===== src/rtl/pu_out_quant_packer.sv =====
// Output stage of the PU: re-quantizes signed MAC sums to 8-bit activations,
// packs eight lanes per word and buffers packed words in a small FIFO.
module pu_out_quant_packer #(
    parameter int IN_WIDTH    = 22,
    parameter int DATA_WIDTH  = 8,
    parameter int PACK_NUM    = 8,
    parameter int FIFO_DEPTH  = 4,
    parameter int SHIFT_WIDTH = 5
) (
    input  logic                           clk,
    input  logic                           rst_n,
    input  logic                           in_valid,
    output logic                           in_ready,
    input  logic [IN_WIDTH-1:0]            in_sum,
    input  logic                           in_last,
    input  logic [SHIFT_WIDTH-1:0]         cfg_shift,
    input  logic                           sat_clr,
    output logic                           sat_flag,
    output logic                           out_valid,
    input  logic                           out_ready,
    output logic [PACK_NUM*DATA_WIDTH-1:0] out_data,
    output logic [PACK_NUM-1:0]            out_byte_en,
    output logic                           out_last
);

    localparam int LANE_W = $clog2(PACK_NUM);
    localparam int PTR_W  = $clog2(FIFO_DEPTH);
    localparam int CNT_W  = PTR_W + 1;
    localparam int WORD_W = PACK_NUM * DATA_WIDTH;

    localparam logic [SHIFT_WIDTH-1:0]   max_shift_c = SHIFT_WIDTH'(IN_WIDTH - 1);
    localparam logic signed [IN_WIDTH:0] q_max_c     = (IN_WIDTH + 1)'(2 ** (DATA_WIDTH - 1) - 1);
    localparam logic signed [IN_WIDTH:0] q_min_c     = (IN_WIDTH + 1)'(-(2 ** (DATA_WIDTH - 1)));
    localparam logic [LANE_W-1:0]        last_lane_c = LANE_W'(PACK_NUM - 1);
    localparam logic [CNT_W-1:0]         ready_lim_c = CNT_W'(FIFO_DEPTH - 1);

    // Returns {saturated, value}; the extra guard bit keeps the rounding add from overflowing.
    function automatic logic [DATA_WIDTH:0] quantize(
        input logic signed [IN_WIDTH-1:0]  sum,
        input logic [SHIFT_WIDTH-1:0]      shift
    );
        logic [SHIFT_WIDTH-1:0]   s;
        logic signed [IN_WIDTH:0] ext;
        logic signed [IN_WIDTH:0] rnd;
        logic signed [IN_WIDTH:0] shd;
        logic                     sat;
        logic [DATA_WIDTH-1:0]    q;
        s   = (shift > max_shift_c) ? max_shift_c : shift;
        ext = {sum[IN_WIDTH-1], sum};
        rnd = ext;
        if (s == {SHIFT_WIDTH{1'b0}}) begin
            shd = ext;
        end else begin
            rnd = ext + ((IN_WIDTH + 1)'(1) <<< (s - SHIFT_WIDTH'(1)));
            shd = rnd >>> s;
        end
        if (shd > q_max_c) begin
            sat = 1'b1;
            q   = q_max_c[DATA_WIDTH-1:0];
        end else if (shd < q_min_c) begin
            sat = 1'b1;
            q   = q_min_c[DATA_WIDTH-1:0];
        end else begin
            sat = 1'b0;
            q   = shd[DATA_WIDTH-1:0];
        end
        return {sat, q};
    endfunction

    logic [DATA_WIDTH:0]     quant_s;
    logic                    accept_s;
    logic                    s1_valid_r;
    logic [DATA_WIDTH-1:0]   s1_data_r;
    logic                    s1_last_r;
    logic                    sat_flag_r;
    logic [WORD_W-1:0]       pack_r;
    logic [PACK_NUM-1:0]     be_r;
    logic [LANE_W-1:0]       lane_idx_r;
    logic [WORD_W-1:0]       pack_next_s;
    logic [PACK_NUM-1:0]     be_next_s;
    logic                    word_done_s;
    logic                    push_s;
    logic                    pop_s;
    logic [PTR_W-1:0]        wr_ptr_r;
    logic [PTR_W-1:0]        rd_ptr_r;
    logic [CNT_W-1:0]        count_r;
    logic [WORD_W-1:0]       mem_data [FIFO_DEPTH];
    logic [PACK_NUM-1:0]     mem_be   [FIFO_DEPTH];
    logic                    mem_last [FIFO_DEPTH];

    // One slot of headroom below full covers the element still sitting in stage 1.
    assign in_ready = (count_r < ready_lim_c);
    assign accept_s = in_valid && in_ready;
    assign quant_s  = quantize(in_sum, cfg_shift);
    assign sat_flag = sat_flag_r;

    // Stage 1: capture the quantized element on accept.
    always_ff @(posedge clk or negedge rst_n) begin
        if (!rst_n) begin
            s1_valid_r <= 1'b0;
            s1_data_r  <= {DATA_WIDTH{1'b0}};
            s1_last_r  <= 1'b0;
        end else begin
            s1_valid_r <= accept_s;
            if (accept_s) begin
                s1_data_r <= quant_s[DATA_WIDTH-1:0];
                s1_last_r <= in_last;
            end
        end
    end

    // Sticky saturation flag; a saturating capture beats a simultaneous clear.
    always_ff @(posedge clk or negedge rst_n) begin
        if (!rst_n) begin
            sat_flag_r <= 1'b0;
        end else if (accept_s && quant_s[DATA_WIDTH]) begin
            sat_flag_r <= 1'b1;
        end else if (sat_clr) begin
            sat_flag_r <= 1'b0;
        end
    end

    // Stage 2: merge the stage-1 element into its lane and decide whether the word closes.
    always_comb begin
        pack_next_s = pack_r;
        be_next_s   = be_r;
        word_done_s = 1'b0;
        if (s1_valid_r) begin
            pack_next_s[lane_idx_r*DATA_WIDTH +: DATA_WIDTH] = s1_data_r;
            be_next_s[lane_idx_r] = 1'b1;
            word_done_s = (lane_idx_r == last_lane_c) || s1_last_r;
        end else begin
            word_done_s = 1'b0;
        end
    end

    // Pack register and lane pointer; a closed word leaves the register empty.
    always_ff @(posedge clk or negedge rst_n) begin
        if (!rst_n) begin
            pack_r     <= {WORD_W{1'b0}};
            be_r       <= {PACK_NUM{1'b0}};
            lane_idx_r <= {LANE_W{1'b0}};
        end else if (s1_valid_r) begin
            if (word_done_s) begin
                pack_r     <= {WORD_W{1'b0}};
                be_r       <= {PACK_NUM{1'b0}};
                lane_idx_r <= {LANE_W{1'b0}};
            end else begin
                pack_r     <= pack_next_s;
                be_r       <= be_next_s;
                lane_idx_r <= lane_idx_r + LANE_W'(1);
            end
        end
    end

    assign push_s = word_done_s;
    assign pop_s  = out_valid && out_ready;

    // FIFO storage; contents need no reset because outputs are gated by the count.
    always_ff @(posedge clk) begin
        if (push_s) begin
            mem_data[wr_ptr_r] <= pack_next_s;
            mem_be[wr_ptr_r]   <= be_next_s;
            mem_last[wr_ptr_r] <= s1_last_r;
        end
    end

    // FIFO pointers and occupancy.
    always_ff @(posedge clk or negedge rst_n) begin
        if (!rst_n) begin
            wr_ptr_r <= {PTR_W{1'b0}};
            rd_ptr_r <= {PTR_W{1'b0}};
            count_r  <= {CNT_W{1'b0}};
        end else begin
            if (push_s) begin
                wr_ptr_r <= wr_ptr_r + PTR_W'(1);
            end
            if (pop_s) begin
                rd_ptr_r <= rd_ptr_r + PTR_W'(1);
            end
            case ({push_s, pop_s})
                2'b10:   count_r <= count_r + CNT_W'(1);
                2'b01:   count_r <= count_r - CNT_W'(1);
                default: count_r <= count_r;
            endcase
        end
    end

    // Head-of-FIFO outputs, forced to zero while empty.
    always_comb begin
        out_valid   = (count_r != {CNT_W{1'b0}});
        out_data    = {WORD_W{1'b0}};
        out_byte_en = {PACK_NUM{1'b0}};
        out_last    = 1'b0;
        if (out_valid) begin
            out_data    = mem_data[rd_ptr_r];
            out_byte_en = mem_be[rd_ptr_r];
            out_last    = mem_last[rd_ptr_r];
        end else begin
            out_data    = {WORD_W{1'b0}};
            out_byte_en = {PACK_NUM{1'b0}};
            out_last    = 1'b0;
        end
    end

endmodule

===== config.mk =====
export PLATFORM = sky130hd
export DESIGN_NAME = pu_out_quant_packer
export DESIGN_NICKNAME = d
export VERILOG_FILES = /design/src/rtl/pu_out_quant_packer.sv
export SDC_FILE = /design/constraint.sdc
export NUM_CORES = 1
export LEC_CHECK = 0
export ABC_AREA = 0
export BUFFER_PORTS_ARGS = -buffer_cell sky130_fd_sc_hd__buf_2
export CORE_UTILIZATION = 35
export DETAILED_ROUTE_END_ITERATION = 12
export SLEW_MARGIN = 20
export SYNTH_ARGS = -nofsm -noshare
export SYNTH_HDL_FRONTEND = slang
export SYNTH_SLANG_ARGS = --single-unit

===== constraint.sdc =====
create_clock -name clk -period 9.5 [get_ports clk]
set_input_delay 2.375 -clock clk [delete_from_list [all_inputs] [get_ports clk]]
set_output_delay 2.375 -clock clk [all_outputs]
set_load 0.01 [all_outputs]

==> impl_metrics.py <==
metrics = {
    "status": {
        "status": "finished clean",
    },
    "clock_tree": {
        "ctsRootBufferMaster": "clkbuf_16",
        "path_clk_slew_ns": 0.06,
        "cts_sinks": 385,
        "numCtsBuffers": 36,
        "cts-hold-fix-buffers": 0,
        "clock_latency_ns": 0.52,
        "postCtsSetupBuffers": 0,
        "cts_resized": 0,
        "cts_tree": "yes",
        "cts.path.max_buffers": 3,
        "cts_max_level": 2,
    },
    "die": {
        "fp.dieW_um": 237,
        "row_count": 85,
        "coreArea_um2": 54100,
        "dieArea_um2": 56000,
        "floorplan.initialDensity_pct": 35.6,
        "io-pin-count": 109,
        "die_h_um": 237,
    },
    "logic_synthesis": {
        "synthAdderAreaFrac_pct": 2.42,
        "synth_edf_count": 292,
        "yosysUniqueCellTypes": 90,
        "synthFlopType": "edfxtp_1",
        "ys_async_sr_fraction_pct": 24.2,
        "synth.net_count": 1511,
        "synthesis.area_um2": 19300,
        "synthSimpleGateAreaFrac_pct": 12.0,
        "seq_area_frac_synth_pct": 57.6,
        "synth_xor_area_share_pct": 1.00,
        "synth_compound_area_share_pct": 11.6,
        "synth-seq-cells": 385,
        "syn_avg_cell_area_um2": 13.4,
        "synth_top_family_by_area": "multiplexers",
        "synthCells": 1442,
        "synth.area.mux_share_pct": 13.1,
        "synth-warning-count": 0,
    },
    "global_route": {
        "track_usage_pct": 18.6,
        "grt_pass1_wl_mm": 78.4,
        "grt_pass1_vias": 12400,
        "grt_start_max_net_pins": 110,
        "antenna_found_initial": 2,
        "gr-total-overflow": 0,
    },
    "critical_path": {
        "crit_required_ns": 9.92,
        "crit_slowest_cell": "a311oi_4",
        "crit_chain": "buf_2 > o21ai_1 > nand2_1 > nor2_1 > nand2_1 > nor2_1 > ha_1 > a21oi_1 > o21ai_0 > a222oi_1 > nand2b_1 > a311oi_4 > a22oi_2 > o22ai_2 > a221oi_1 > a2111oi_0 > nand4_1 > o31a_1 > a311oi_2",
        "slowest_delay_ns": 0.60,
        "crit_path_end_kind": "register",
        "cpLargestDelayFamily": "compound AO/OA/AOI/OAI gates",
        "crit_buf_inv": 1,
        "cp_max_fo": 17,
        "crit_type": "input port to register",
        "worstPathArrival_ns": 7.93,
        "start_kind": "input port",
    },
    "run": {
        "drv_cap": 0,
    },
    "sta": {
        "fmax_ghz": 0.133,
        "slew_headroom_pct": 27.4,
        "final-hold-violation-count": 0,
        "setup_violations": 0,
        "fin_crit_ns": 7.51,
        "drv_slew": 0,
        "worst_slew_pin_slew_ns": 1.09,
        "final.setup.tns_ns": 0,
        "grt_setup_unrepaired": "no",
        "finClkSkew_ns": 0.0144,
        "period_share_pct": 79.0,
    },
    "place": {
        "hpwl_mm": 36.3,
        "place.gp.congestion": 0.921,
        "numPortBuffers": 108,
    },
    "route": {
        "vias_per_cell": 5.52,
        "route.detailed.drc": 0,
        "num_vias": 12400,
        "wl_per_cell_um": 23.3,
        "drt_iter0_drc": 782,
        "wl_mm": 52.3,
        "dr.pass1.iters": 5,
        "drtAntennaViolNets": 0,
    },
    "cells_and_area": {
        "area_delta_synth_final_pct": 12.2,
        "multi_input_area_um2": 7760,
        "layout_common_cells": "edfxtp_1, and2_1, buf_2",
        "nNetsFinal": 1586,
        "drive_above_1_share_pct": 24.9,
        "n_antenna_cell": 0,
        "nFillCells": 5050,
        "regArea_um2": 11100,
        "mostFrequentLayoutCell": "edfxtp_1",
    },
    "hold_path": {
        "min_path_type": "register to register",
    },
    "power_and_ir_drop": {
        "peakVddDrop_mv": 0.128,
        "p_per_area_nw_per_um2": 245,
        "power.leakage_nw": 8.27,
        "p_total_mw": 5.29,
    },
}
-- report_power, final --
| group | leakage [nW] | internal (mW) | switching, mW |
|---|---|---|---|
| Combinational | 3.71 | 0.753 | 0.953 |
| Sequential | 4.02 | 2.00 | 0.201 |
| Clock | 0.548 | 0.800 | 0.581 |
| Total | 8.27 | 3.55 | 1.74 |
-- flip-flops by register name (all words and copies together) (netlist names) --
name	cells
be_r	8
sat_flag	1
lane_idx_r	3
wr_ptr_r	2
mem_be	32
mem_last	4
s1_last_r	1
s1_data_r	8
s1_valid_r	1
count_r	3
rd_ptr_r	2
mem_data	256
pack_r	64
-- Yosys cell counts (4+ instances only) --
library cell | instances | area [µm²]
edfxtp_1 | 292 | 8770
and2_1 | 112 | 701
dfrtp_1 | 93 | 2330
nor2_1 | 92 | 345
nand2_1 | 85 | 319
mux4_2 | 73 | 1640
mux2_2 | 65 | 732
clkbuf_1 | 62 | 233
a21oi_1 | 55 | 275
nor2b_1 | 43 | 269
a31o_2 | 42 | 368
o21ai_0 | 36 | 180
ha_1 | 34 | 425
and3_1 | 27 | 169
nand3_1 | 21 | 105
a21o_1 | 20 | 150
nand2b_1 | 18 | 113
inv_1 | 17 | 63.8
mux2i_1 | 15 | 150
buf_2 | 12 | 60.1
a21boi_0 | 11 | 82.6
buf_1 | 11 | 41.3
xnor2_1 | 11 | 96.3
xor2_1 | 11 | 96.3
a211oi_1 | 10 | 75.1
nand4_1 | 10 | 62.6
nor3_1 | 10 | 50.1
o21a_1 | 9 | 67.6
o22ai_1 | 9 | 56.3
a31oi_1 | 8 | 50.1
o211ai_1 | 8 | 60.1
o221ai_1 | 8 | 70.1
a221oi_1 | 7 | 61.3
a311oi_1 | 7 | 61.3
o211a_1 | 5 | 50.1
o21ai_1 | 5 | 25.0
o31ai_1 | 5 | 37.5
or3_1 | 5 | 31.3
a211o_1 | 4 | 35.0
-- worst register-to-register path, delay by kind of cell (launching register included) --
family	cells	cell delay, ns
AO/OA/AOI/OAI	1	0.73
flip-flops	1	0.73
adder cells (fa/ha/maj)	1	0.59
AND/OR/NAND/NOR	2	0.72
buffers and inverters	1	0.31
-- metal layers --
metal  GRT usage [%]  up-vias  wire length [µm]
met2            32.4      312             26500
met4            6.69        0              1650
li1                -     5670                 -
met5               0        -                 0
met1            23.5     6302             21900
met3            2.53       83              2200
-- stage by stage --
step	setup slack (ns)	utilization, %	instance area, µm²	cells	hold slack (ns)
floorplan	2.86	-	19300	1442	0.456
global placement	1.67	37.8	20500	2175	0.477
detailed placement	1.60	37.8	20500	2175	0.487
CTS	2.13	39.9	21600	2239	0.500
global route	1.75	39.9	21600	2239	0.521
finish	1.99	39.9	21600	2239	0.503
-- worst paths after layout --
kind	endpoint	slack [ns]	cells after the start	start
max	s1_data_r[6]	1.99	19	cfg_shift[2]
max in group asynchronous	s1_valid_r	6.46	2	rst_n
min	count_r[2]	0.50	1	count_r[2]
min reg2reg	count_r[2]	0.50	1	count_r[2]
max reg2reg	mem_data[3][39]	6.13	5	lane_idx_r[0]
min in group asynchronous	pack_r[21]	1.86	1	rst_n
-- cell type report --
cell class	count	share of cell area, %
clock buffers	51	4.72
well taps	696	4.03
multi-input cells	952	35.9
clock inverters	13	0.504
flip-flops and latches	385	51.4
repair buffers	125	3.10
inverters	17	0.295
-- kinds of logic after synthesis --
| kind of cell | Yosys count |
|---|---|
| buf+inv | 105 |
| xor+xnor | 22 |
| compound gates | 298 |
| mux | 153 |
| flops | 385 |
| simple gates | 442 |
| other cells | 1 |
| fa+ha+maj | 36 |
No activity file was read; power rests on OpenSTA's default activity.
